## config.mk

```make
export PLATFORM = sky130hd
export DESIGN_NAME = dsp_result_collector_flat
export DESIGN_NICKNAME = d
export VERILOG_FILES = /design/src/rtl/dsp_result_collector_if.sv /design/src/rtl/dsp_result_collector.sv /design/src/flat_wrapper.sv
export SDC_FILE = /design/constraint.sdc
export NUM_CORES = 1
export LEC_CHECK = 0
export CELL_PAD_IN_SITES_DETAIL_PLACEMENT = 0
export CELL_PAD_IN_SITES_GLOBAL_PLACEMENT = 1
export CORE_UTILIZATION = 25
export CTS_CLUSTER_DIAMETER = 150
export CTS_CLUSTER_SIZE = 10
export DETAILED_ROUTE_END_ITERATION = 8
export PLACE_DENSITY = 0.55
export RECOVER_POWER = 50
export SYNTH_ARGS = -nofsm -noshare
export SYNTH_HDL_FRONTEND = slang
export SYNTH_SLANG_ARGS = --single-unit
```

## constraint.sdc

```tcl
create_clock -name clk -period 4.1 [get_ports clk]
set_clock_uncertainty 0.2 [all_clocks]
set_input_delay 1.23 -clock clk [delete_from_list [all_inputs] [get_ports clk]]
set_output_delay 1.23 -clock clk [all_outputs]
set_load 0.01 [all_outputs]
```

## src/rtl/dsp_result_collector_if.sv

```systemverilog
// Result stream bundle between the DSP result input, the collector and its consumer.
// Latency: none; this is wiring only.
// Backpressure: m_ready stalls the output side; the input side cannot be stalled.
interface dsp_result_collector_if #(
    parameter int WIDTH           = 16,
    parameter int OUT_WIDTH       = 16,
    parameter int POST_SHIFT_BITS = 4,
    parameter int LEVEL_BITS      = 3
);
    logic                       in_valid;
    logic [2*WIDTH-1:0]         in_data;
    logic [POST_SHIFT_BITS-1:0] post_shift;
    logic                       m_valid;
    logic                       m_ready;
    logic [OUT_WIDTH-1:0]       m_data;
    logic                       m_sat;
    logic [LEVEL_BITS-1:0]      level;
    logic                       overflow;
    logic                       ovf_clr;

    // Environment side: drives DSP results and consumer handshake.
    modport master (
        output in_valid, in_data, post_shift, m_ready, ovf_clr,
        input  m_valid, m_data, m_sat, level, overflow
    );

    // Collector side.
    modport slave (
        input  in_valid, in_data, post_shift, m_ready, ovf_clr,
        output m_valid, m_data, m_sat, level, overflow
    );
endinterface

```

## src/rtl/dsp_result_collector.sv

```systemverilog
// Shifts, narrows and buffers DSP results into a DEPTH-entry FIFO; optional saturation via COLLECTOR_SAT_EN.
// Latency: one cycle from in_valid to m_valid on an empty FIFO; no combinational in-to-out path.
// Backpressure: m_ready stalls the head; input is never stalled, so a result arriving while full is dropped and overflow is set stickily.
module dsp_result_collector #(
    parameter int WIDTH           = 16,
    parameter int OUT_WIDTH       = 16,
    parameter int POST_SHIFT_BITS = 4,
    parameter int DEPTH           = 4,
    parameter int LEVEL_BITS      = 3
) (
    input logic                  clk,
    input logic                  rst,
    dsp_result_collector_if.slave bus
);
    localparam int PTR_BITS = $clog2(DEPTH);
    localparam logic [LEVEL_BITS-1:0] FULL_LEVEL = LEVEL_BITS'(DEPTH);

    logic [POST_SHIFT_BITS-1:0] shamt;
    logic signed [2*WIDTH-1:0]  shifted;
    logic [OUT_WIDTH-1:0]       narrow;
    logic                       narrow_sat;

    logic [OUT_WIDTH-1:0]  mem_data [DEPTH];
    logic [PTR_BITS-1:0]   wr_ptr;
    logic [PTR_BITS-1:0]   rd_ptr;
    logic [LEVEL_BITS-1:0] level_q;
    logic                  overflow_q;
    logic                  full;
    logic                  push;
    logic                  pop;
    logic                  drop;

    assign shamt   = bus.post_shift;
    assign shifted = $signed(bus.in_data) >>> shamt;

`ifdef COLLECTOR_SAT_EN
    localparam logic [OUT_WIDTH-1:0] SAT_MAX = {OUT_WIDTH{1'b1}} >> 1;
    localparam logic [OUT_WIDTH-1:0] SAT_MIN = ~SAT_MAX;

    logic mem_sat [DEPTH];

    // Clip to the signed OUT_WIDTH range when the discarded high bits are not a pure sign extension.
    always_comb begin
        narrow     = shifted[OUT_WIDTH-1:0];
        narrow_sat = 1'b0;
        if (!(&shifted[2*WIDTH-1:OUT_WIDTH-1]) && (|shifted[2*WIDTH-1:OUT_WIDTH-1])) begin
            narrow_sat = 1'b1;
            narrow     = shifted[2*WIDTH-1] ? SAT_MIN : SAT_MAX;
        end
    end

    // Saturation flag travels with its entry.
    always_ff @(posedge clk) begin
        if (push) begin
            mem_sat[wr_ptr] <= narrow_sat;
        end
    end

    assign bus.m_sat = mem_sat[rd_ptr];
`else
    logic unused_shift_bits;

    // Plain two's-complement wrap: keep the low OUT_WIDTH bits.
    always_comb begin
        narrow     = shifted[OUT_WIDTH-1:0];
        narrow_sat = 1'b0;
    end

    assign unused_shift_bits = ^{shifted, narrow_sat};
    assign bus.m_sat         = 1'b0;
`endif

    assign full = (level_q == FULL_LEVEL);
    assign pop  = bus.m_valid && bus.m_ready;
    // A full FIFO still accepts a result when the head leaves in the same cycle.
    assign push = bus.in_valid && (!full || pop);
    assign drop = bus.in_valid && full && !pop;

    // Storage array; contents need no reset since validity is tracked by level.
    always_ff @(posedge clk) begin
        if (push) begin
            mem_data[wr_ptr] <= narrow;
        end
    end

    // Pointers, occupancy and sticky overflow; a drop in the clear cycle keeps overflow set.
    always_ff @(posedge clk or posedge rst) begin
        if (rst) begin
            wr_ptr     <= '0;
            rd_ptr     <= '0;
            level_q    <= '0;
            overflow_q <= 1'b0;
        end else begin
            if (push) begin
                wr_ptr <= wr_ptr + 1'b1;
            end
            if (pop) begin
                rd_ptr <= rd_ptr + 1'b1;
            end
            case ({push, pop})
                2'b10:   level_q <= level_q + 1'b1;
                2'b01:   level_q <= level_q - 1'b1;
                default: level_q <= level_q;
            endcase
            if (drop) begin
                overflow_q <= 1'b1;
            end else if (bus.ovf_clr) begin
                overflow_q <= 1'b0;
            end
        end
    end

    assign bus.m_valid  = (level_q != '0);
    assign bus.m_data   = mem_data[rd_ptr];
    assign bus.level    = level_q;
    assign bus.overflow = overflow_q;
endmodule
```

## src/flat_wrapper.sv

```systemverilog
// flat-port wrapper written by rule: the top's interface ports become plain ports
module dsp_result_collector_flat 
#(
    parameter int WIDTH           = 16,
    parameter int OUT_WIDTH       = 16,
    parameter int POST_SHIFT_BITS = 4,
    parameter int DEPTH           = 4,
    parameter int LEVEL_BITS      = 3
)
  (clk, rst, bus_in_valid, bus_in_data, bus_post_shift, bus_m_ready, bus_ovf_clr, bus_m_valid, bus_m_data, bus_m_sat, bus_level, bus_overflow);
  dsp_result_collector_if #(.WIDTH(WIDTH), .OUT_WIDTH(OUT_WIDTH), .POST_SHIFT_BITS(POST_SHIFT_BITS), .LEVEL_BITS(LEVEL_BITS)) bus_i ();
  input logic clk;
  input logic rst;
  input wire logic [$bits(bus_i.in_valid)-1:0] bus_in_valid;
  input wire logic [$bits(bus_i.in_data)-1:0] bus_in_data;
  input wire logic [$bits(bus_i.post_shift)-1:0] bus_post_shift;
  input wire logic [$bits(bus_i.m_ready)-1:0] bus_m_ready;
  input wire logic [$bits(bus_i.ovf_clr)-1:0] bus_ovf_clr;
  output wire logic [$bits(bus_i.m_valid)-1:0] bus_m_valid;
  output wire logic [$bits(bus_i.m_data)-1:0] bus_m_data;
  output wire logic [$bits(bus_i.m_sat)-1:0] bus_m_sat;
  output wire logic [$bits(bus_i.level)-1:0] bus_level;
  output wire logic [$bits(bus_i.overflow)-1:0] bus_overflow;
  assign bus_i.in_valid = bus_in_valid;
  assign bus_i.in_data = bus_in_data;
  assign bus_i.post_shift = bus_post_shift;
  assign bus_i.m_ready = bus_m_ready;
  assign bus_i.ovf_clr = bus_ovf_clr;
  assign bus_m_valid = bus_i.m_valid;
  assign bus_m_data = bus_i.m_data;
  assign bus_m_sat = bus_i.m_sat;
  assign bus_level = bus_i.level;
  assign bus_overflow = bus_i.overflow;
  dsp_result_collector #(.WIDTH(WIDTH), .OUT_WIDTH(OUT_WIDTH), .POST_SHIFT_BITS(POST_SHIFT_BITS), .DEPTH(DEPTH), .LEVEL_BITS(LEVEL_BITS)) u_core (.clk(clk), .rst(rst), .bus(bus_i));
endmodule
```

### After elaboration in Yosys (flattened, before gate mapping)

Memory sizes are Yosys's and may differ from the RTL's.
Index checks and enable logic that the tools add are counted.

| storage, ports and cells | value |
|---|---|
| output and inout port bits | 22 |
| logic and storage cells | 28 |
| register bits after elaboration | 8 |
| RAM bits | 64 |
| memories kept | 1 |

| operators by class | value |
|---|---|
| mux-type cells | 5 |
| equality and inequality tests | 3 |
| shift-type cells | 1 |
| reductions and logical operators | 10 |
| add/subtract/negate cells | 4 |

Memory list:

| memory | words | bits a word | rd ports | clocked after memory_dff | wr ports | RTL line | text |
|---|---|---|---|---|---|---|---|
| u_core.mem_data | 4 | 16 | 1 | 0 | 1 | dsp_result_collector.sv:23 | `logic [OUT_WIDTH-1:0] mem_data [DEPTH];` |

Operators with widths:

| operator | number |
|---|---|
| >>> shifter 32 x 4 -> 16 bit | 1 |
| one-hot mux 3 bit (2 select lines) | 1 |
| adder 2 x 1 -> 2 bit, second input constant | 2 |
| logical AND 1 bit | 4 |
| 2-to-1 mux 1 bit | 4 |
| nonzero test 2 bit | 2 |
| adder 3 x 1 -> 3 bit, second input constant | 1 |
| equality test 3 bit, second input constant | 1 |
| nonzero test 3 bit | 1 |
| subtractor 3 x 1 -> 3 bit, second input constant | 1 |
| equality test 2 x 1 -> 1 bit, second input constant | 1 |
| equality test 2 bit, second input constant | 1 |
| zero test 1 bit | 2 |
| logical OR 1 bit | 1 |

### Depth between registers and ports, before layout

Gate-level depths: netlist (run 1).

| depth | value |
|---|---|
| depth after elaboration | 6 |
| gate-level depth with buffers | 7 |

### Worst setup path before layout (run 1)

OpenSTA, ideal clock, no wires.

| timing path | value |
|---|---|
| path type | reg2out |
| start point | register u_core.rd_ptr[0] |
| end point | output bus_m_data[10] |
| data arrival time | 1.426 ns |
| path slack | 1.244 ns |
| cell stages (with the launch flop) | 4 |
| cell sequence | dfrtp_1 > buf_2 > buf_2 > mux4_2 |

| on the way | value |
|---|---|
| word-level cells in the longest chain between the ends | 1 |

Ends and longest elaborated chain:

| item | RTL line | text |
|---|---|---|
| start, declared | dsp_result_collector.sv:25 | `logic [PTR_BITS-1:0] rd_ptr;` |
| start signal, assigned | dsp_result_collector.sv:98 | `rd_ptr <= rd_ptr + 1'b1;` |
| memory read (4 x 16 bit) | -- |  |
| end, declared | flat_wrapper.sv:20 | `output wire logic [$bits(bus_i.m_data)-1:0] bus_m_data;` |

Every way passes these cells.

### Worst setup path in the final report (run 1)

| timing path | value |
|---|---|
| start point | register u_core.rd_ptr[0] |
| end point | output bus_m_data[15] |

The elaborated chain is that of the path after synthesis.

==> impl_metrics.toml, run 1 <==
[timing]
period_share = 0.8619
tns_ps = 0
rsz0062_at_grt = "false"
worst_slack_ps = 566.2
setup_viol = 0
slew_headroom = 0.3705
worstMarginPinSlew_ps = 944.2
drv_slew = 0
min_period_ps = 3534
holdWs_ps = 321.0
timing.fmax_mhz = 283.0
finalHoldViolCount = 0

[synthesis]
yosysSeqAreaShare = 0.5342
avgSynthCellArea_um2 = 16.08
postSynth.asyncResetShare = 0.1111
yosysTopAreaCell = "edfxtp_1"
synthCells = 247
netlist_top_cells_area = "edfxtp_1, mux4_2, mux2i_1"
syn_nets = 293
synth-seq-cells = 72
synth-warning-count = 0
ys_types = 41
synth_top_area_frac = 0.4838
synth_ff_type = "edfxtp_1"
synth_area_um2 = 3973
synth-edff-count = 64

[layout]
n_antenna_cell = 0
drive_gt1_frac = 0.1624
post-route-cell-area_um2 = 5066
area_growth_pct = 27.53
layout_common_cells = "edfxtp_1, clkdlybuf4s50_1, mux2i_1"
final_common_cell = "edfxtp_1"
fin_nets = 355
fin_util = 0.3296
layout.cells.non_filler = 525

[pwr]
pwr_density_cell_nw_per_um2 = 559.5
peakVddDrop_mv = 0.2051
finalPower_mw = 2.835
leakage_nw = 1.819

[routing]
first_iter_violations = 84
vias = 2419
drtAntennaViolNets = 0
drc_errors = 0
first_pass_iters = 4
finalWirelength_um = 8881
detail_route.wl_per_cell_um = 16.92
viasPerCell = 4.608

[die]
core-area_um2 = 15370
die_y_um = 128.1
start_util = 0.2584
die-area_um2 = 16400
rows = 45
fp.dieW_um = 128.1
io_pins = 63

[global_route]
grt_pass1_vias = 2459
antenna_found_initial = 0
grtUsageTotal = 0.1138
grt_max_degree = 27
globalRouteOverflowTotal = 0
grt_pass1_wl_um = 13880

[critical_path]
critPathRequiredTime_ps = 2670
worst-path-max-fanout = 17
path_delay_family = "buffers and inverters"
endpoint_kind = "output port"
crit_path_top_delay_cell = "mux4_2"
worst_setup_path_start_kind = "flip-flop"
max_stage_delay_ps = 580
critPathKind = "flip-flop to output port"
crit_buf_inv = 2
worstPathCellList = "buf_4 -> mux4_2 -> clkdlybuf4s50_1"
crit_arrival_ps = 2100

[clocking]
cts_tree = "yes"
cts_buffers = 9
path_clk_slew_ps = 60
cts_root_buf = "clkbuf_16"
insertion_delay_ps = 320
ctsResizeCount = 0
cts.htree.levels = 3
cts_sinks = 72
postCtsSetupBuffers = 0
cts_hold_buffers = 0
clockBufferDepth = 2

[place]
place_hpwl_um = 6356
placed_area_um2 = 4777
gp_congestion = 0.7698
place_ws_ps = 361.1
port_buffers = 60
dp_cells = 509

[status]
status = "finished, final reports clean"

[run]
maxCapViolCount = 0

[worst_hold_path]
min_path_type = "flip-flop to flip-flop"
area by class of cell:
| class | instances | area [µm²] |
|---|---|---|
| clock inverter | 6 | 60.06 |
| timing repair buffer | 68 | 673.1 |
| multi-input combinational | 148 | 1680 |
| tap | 211 | 264.0 |
| fill | 1501 | 10300 |
| sequential | 72 | 2122 |
| clock buffer | 10 | 229.0 |
| inverter | 10 | 37.54 |
report_power, final:
group / switching (mW) / internal, mW / total [mW] / leakage (nW)
clock: 0.279 / 0.467 / 0.746 / 0.140
sequential: 0.0523 / 1.00 / 1.05 / 0.682
combinational: 0.495 / 0.539 / 1.03 / 0.996
flip-flops by register name (all words and copies together) (netlist names):
name                 flops
u_core.wr_ptr            2
u_core.rd_ptr            2
u_core.mem_data         64
u_core.bus.overflow      1
u_core.bus.level         3
cell usage after synthesis (all sizes together), types with 2 or more instances:
library cell,number
a21oi,7
a31oi,4
and2,2
and3,5
buf,16
dfrtp,8
edfxtp,64
ha,4
inv,9
mux2,4
mux2i,34
mux4,35
nand2,10
nand2b,2
nand3,6
nor2,7
nor3,4
o21ai,3
o22ai,5
xnor2,4
metal layers:
| layer | routed length [µm] | share of wire | up-vias | global-route usage |
|---|---|---|---|---|
| met1 | 4293 | 0.48 | 1219 | 0.1558 |
| met4 | 137 | 0.015 | 0 | 0.04567 |
| met5 | 0 | 0 | - | 0 |
| met3 | 317 | 0.036 | 10 | 0.01377 |
| met2 | 4133 | 0.47 | 64 | 0.1835 |
| li1 | - | - | 1126 | - |
cells by family (layout without fill, tap and decap cells):
family	count (synthesis)	in the layout	share of synthesized area
compound gates	24	24	0.03654
xor+xnor	5	5	0.01102
fa+ha+maj	5	5	0.01764
buf+inv	27	94	0.04283
flops	72	72	0.5342
mux	73	73	0.3068
other cells	1	1	0.0009440
simple gates	40	40	0.05009
final timing paths:
| path | from | endpoint | slack (ps) | cells after the start |
|---|---|---|---|---|
| setup / recovery | u_core.rd_ptr[0] | bus_m_data[15] | 570 | 3 |
| hold / removal | u_core.bus.level[2] | u_core.bus.level[2] | 320 | 1 |
| max in group asynchronous | rst | u_core.rd_ptr[1] | 2360 | 2 |
| min in group asynchronous | rst | u_core.bus.level[0] | 1100 | 2 |
| setup reg to reg | u_core.bus.level[0] | u_core.mem_data[2][6] | 1880 | 2 |
| hold reg to reg | u_core.bus.level[2] | u_core.bus.level[2] | 320 | 1 |
Power figures use the tool's default switching activity.
==> run 2: changes to the inputs <==
==> constraint.sdc (replaced) <==
create_clock -name clk -period 3.35 [get_ports clk]
set_clock_uncertainty 0.2 [all_clocks]
set_input_delay 1.005 -clock clk [delete_from_list [all_inputs] [get_ports clk]]
set_output_delay 1.005 -clock clk [all_outputs]
set_load 0.01 [all_outputs]
==> impl_metrics.toml, run 2 (synthesis results as in run 1) <==
[routing]
first_iter_violations = 99
detail_route.wl_per_cell_um = 16.39
vias = 2494
finalWirelength_um = 8915
drc_errors = 0
viasPerCell = 4.585
drtAntennaViolNets = 0
first_pass_iters = 4

[clocking]
cts_root_buf = "clkbuf_16"
cts.htree.levels = 3
postCtsSetupBuffers = 0
ctsResizeCount = 0
clockBufferDepth = 2
path_clk_slew_ps = 60
cts_tree = "yes"
cts_sinks = 72
insertion_delay_ps = 320
cts_hold_buffers = 0
cts_buffers = 9

[die]
die_y_um = 128.1
core-area_um2 = 15370
die-area_um2 = 16400
rows = 45
io_pins = 63
fp.dieW_um = 128.1
start_util = 0.2584

[worst_hold_path]
min_path_type = "flip-flop to flip-flop"

[critical_path]
crit_arrival_ps = 1990
crit_path_top_delay_cell = "mux4_2"
endpoint_kind = "output port"
max_stage_delay_ps = 550
worstPathCellList = "buf_6 -> mux4_2 -> clkdlybuf4s50_1"
critPathKind = "flip-flop to output port"
worst-path-max-fanout = 12
worst_setup_path_start_kind = "flip-flop"
critPathRequiredTime_ps = 2140

[place]
port_buffers = 60
dp_cells = 528
place_hpwl_um = 6671
gp_congestion = 0.7480

[layout]
n_antenna_cell = 0
final_common_cell = "edfxtp_1"
largest-register = "u_core.mem_data"
layout.cells.non_filler = 544
fin_nets = 374
drive_gt1_frac = 0.2162
largest_register_ffs = 64
layout_common_cells = "edfxtp_1, clkdlybuf4s50_1, mux2i_1"
fin_util = 0.3390
area_growth_pct = 31.18

[pwr]
pwr_density_cell_nw_per_um2 = 675.9
peakVddDrop_mv = 0.2620
leakage_nw = 1.914
finalPower_mw = 3.522

[timing]
timing.fmax_mhz = 313.2
setup_viol = 0
worstMarginPinSlew_ps = 510.0
drv_slew = 0
finalHoldViolCount = 0
rsz0062_at_grt = "false"
tns_ps = 0
slew_headroom = 0.6600
min_period_ps = 3193
period_share = 0.9532

[global_route]
globalRouteOverflowTotal = 0
antenna_found_initial = 0
grtUsageTotal = 0.1175
grt_max_degree = 18
grt_pass1_wl_um = 14350
grt_pass1_vias = 2580

[status]
status = "finished, final reports clean"

[run]
maxCapViolCount = 0
==> run 2: worst paths after layout <==
| check | from | endpoint | slack [ps] | depth (start not counted) |
|---|---|---|---|---|
| worst max-delay path | u_core.rd_ptr[0] | bus_m_data[15] | 160 | 3 |
| min in group asynchronous | rst | u_core.bus.level[0] | 860 | 2 |
| max in group asynchronous | rst | u_core.bus.level[2] | 1850 | 2 |
| worst min register to register | u_core.bus.level[2] | u_core.bus.level[2] | 330 | 1 |
| worst max register to register | u_core.bus.level[0] | u_core.mem_data[0][13] | 1140 | 3 |
| worst min-delay path | u_core.bus.level[2] | u_core.bus.level[2] | 330 | 1 |
==> run 2: layout make-up <==
cell class	instances	area [µm²]
sequential	72	2122
fill	1508	10160
clock buffer	9	225.2
clock inverter	7	72.57
timing repair buffer	87	809.5
inverter	10	37.54
tap	211	264.0
multi-input combinational	148	1680
==> run 2: critical path: cells and delay by family (launching register included) <==
kind                   cells  cell delay [ps]
buffers and inverters      2              730
DFF                        1              380
muxes                      1              550
==> run 2: layer usage <==
layer	global-route usage	part of all wire
met2	0.1909	0.47
met4	0.03322	0.012
met1	0.1552	0.47
met5	0	0
met3	0.02963	0.047
==> run 2: report_power, final <==
part	internal (mW)	total, mW	switching (mW)
clock	0.575	0.926	0.351
sequential	1.22	1.30	0.0703
combinational	0.697	1.30	0.604
==> run 2: metrics by stage <==
stage | setup WS, ps | hold slack [ps] | cell area [µm²]
6_report | 156.9 | 333.3 | 5211
5_1_grt | 41.23 | 369.8 | 5211
4_1_cts | 39.37 | 333.7 | 5243
3_5_place_dp | 8.365 | 321.3 | 4945
3_3_place_gp | 19.11 | 321.7 | 4945
2_1_floorplan | 718.7 | 345.4 | 3973
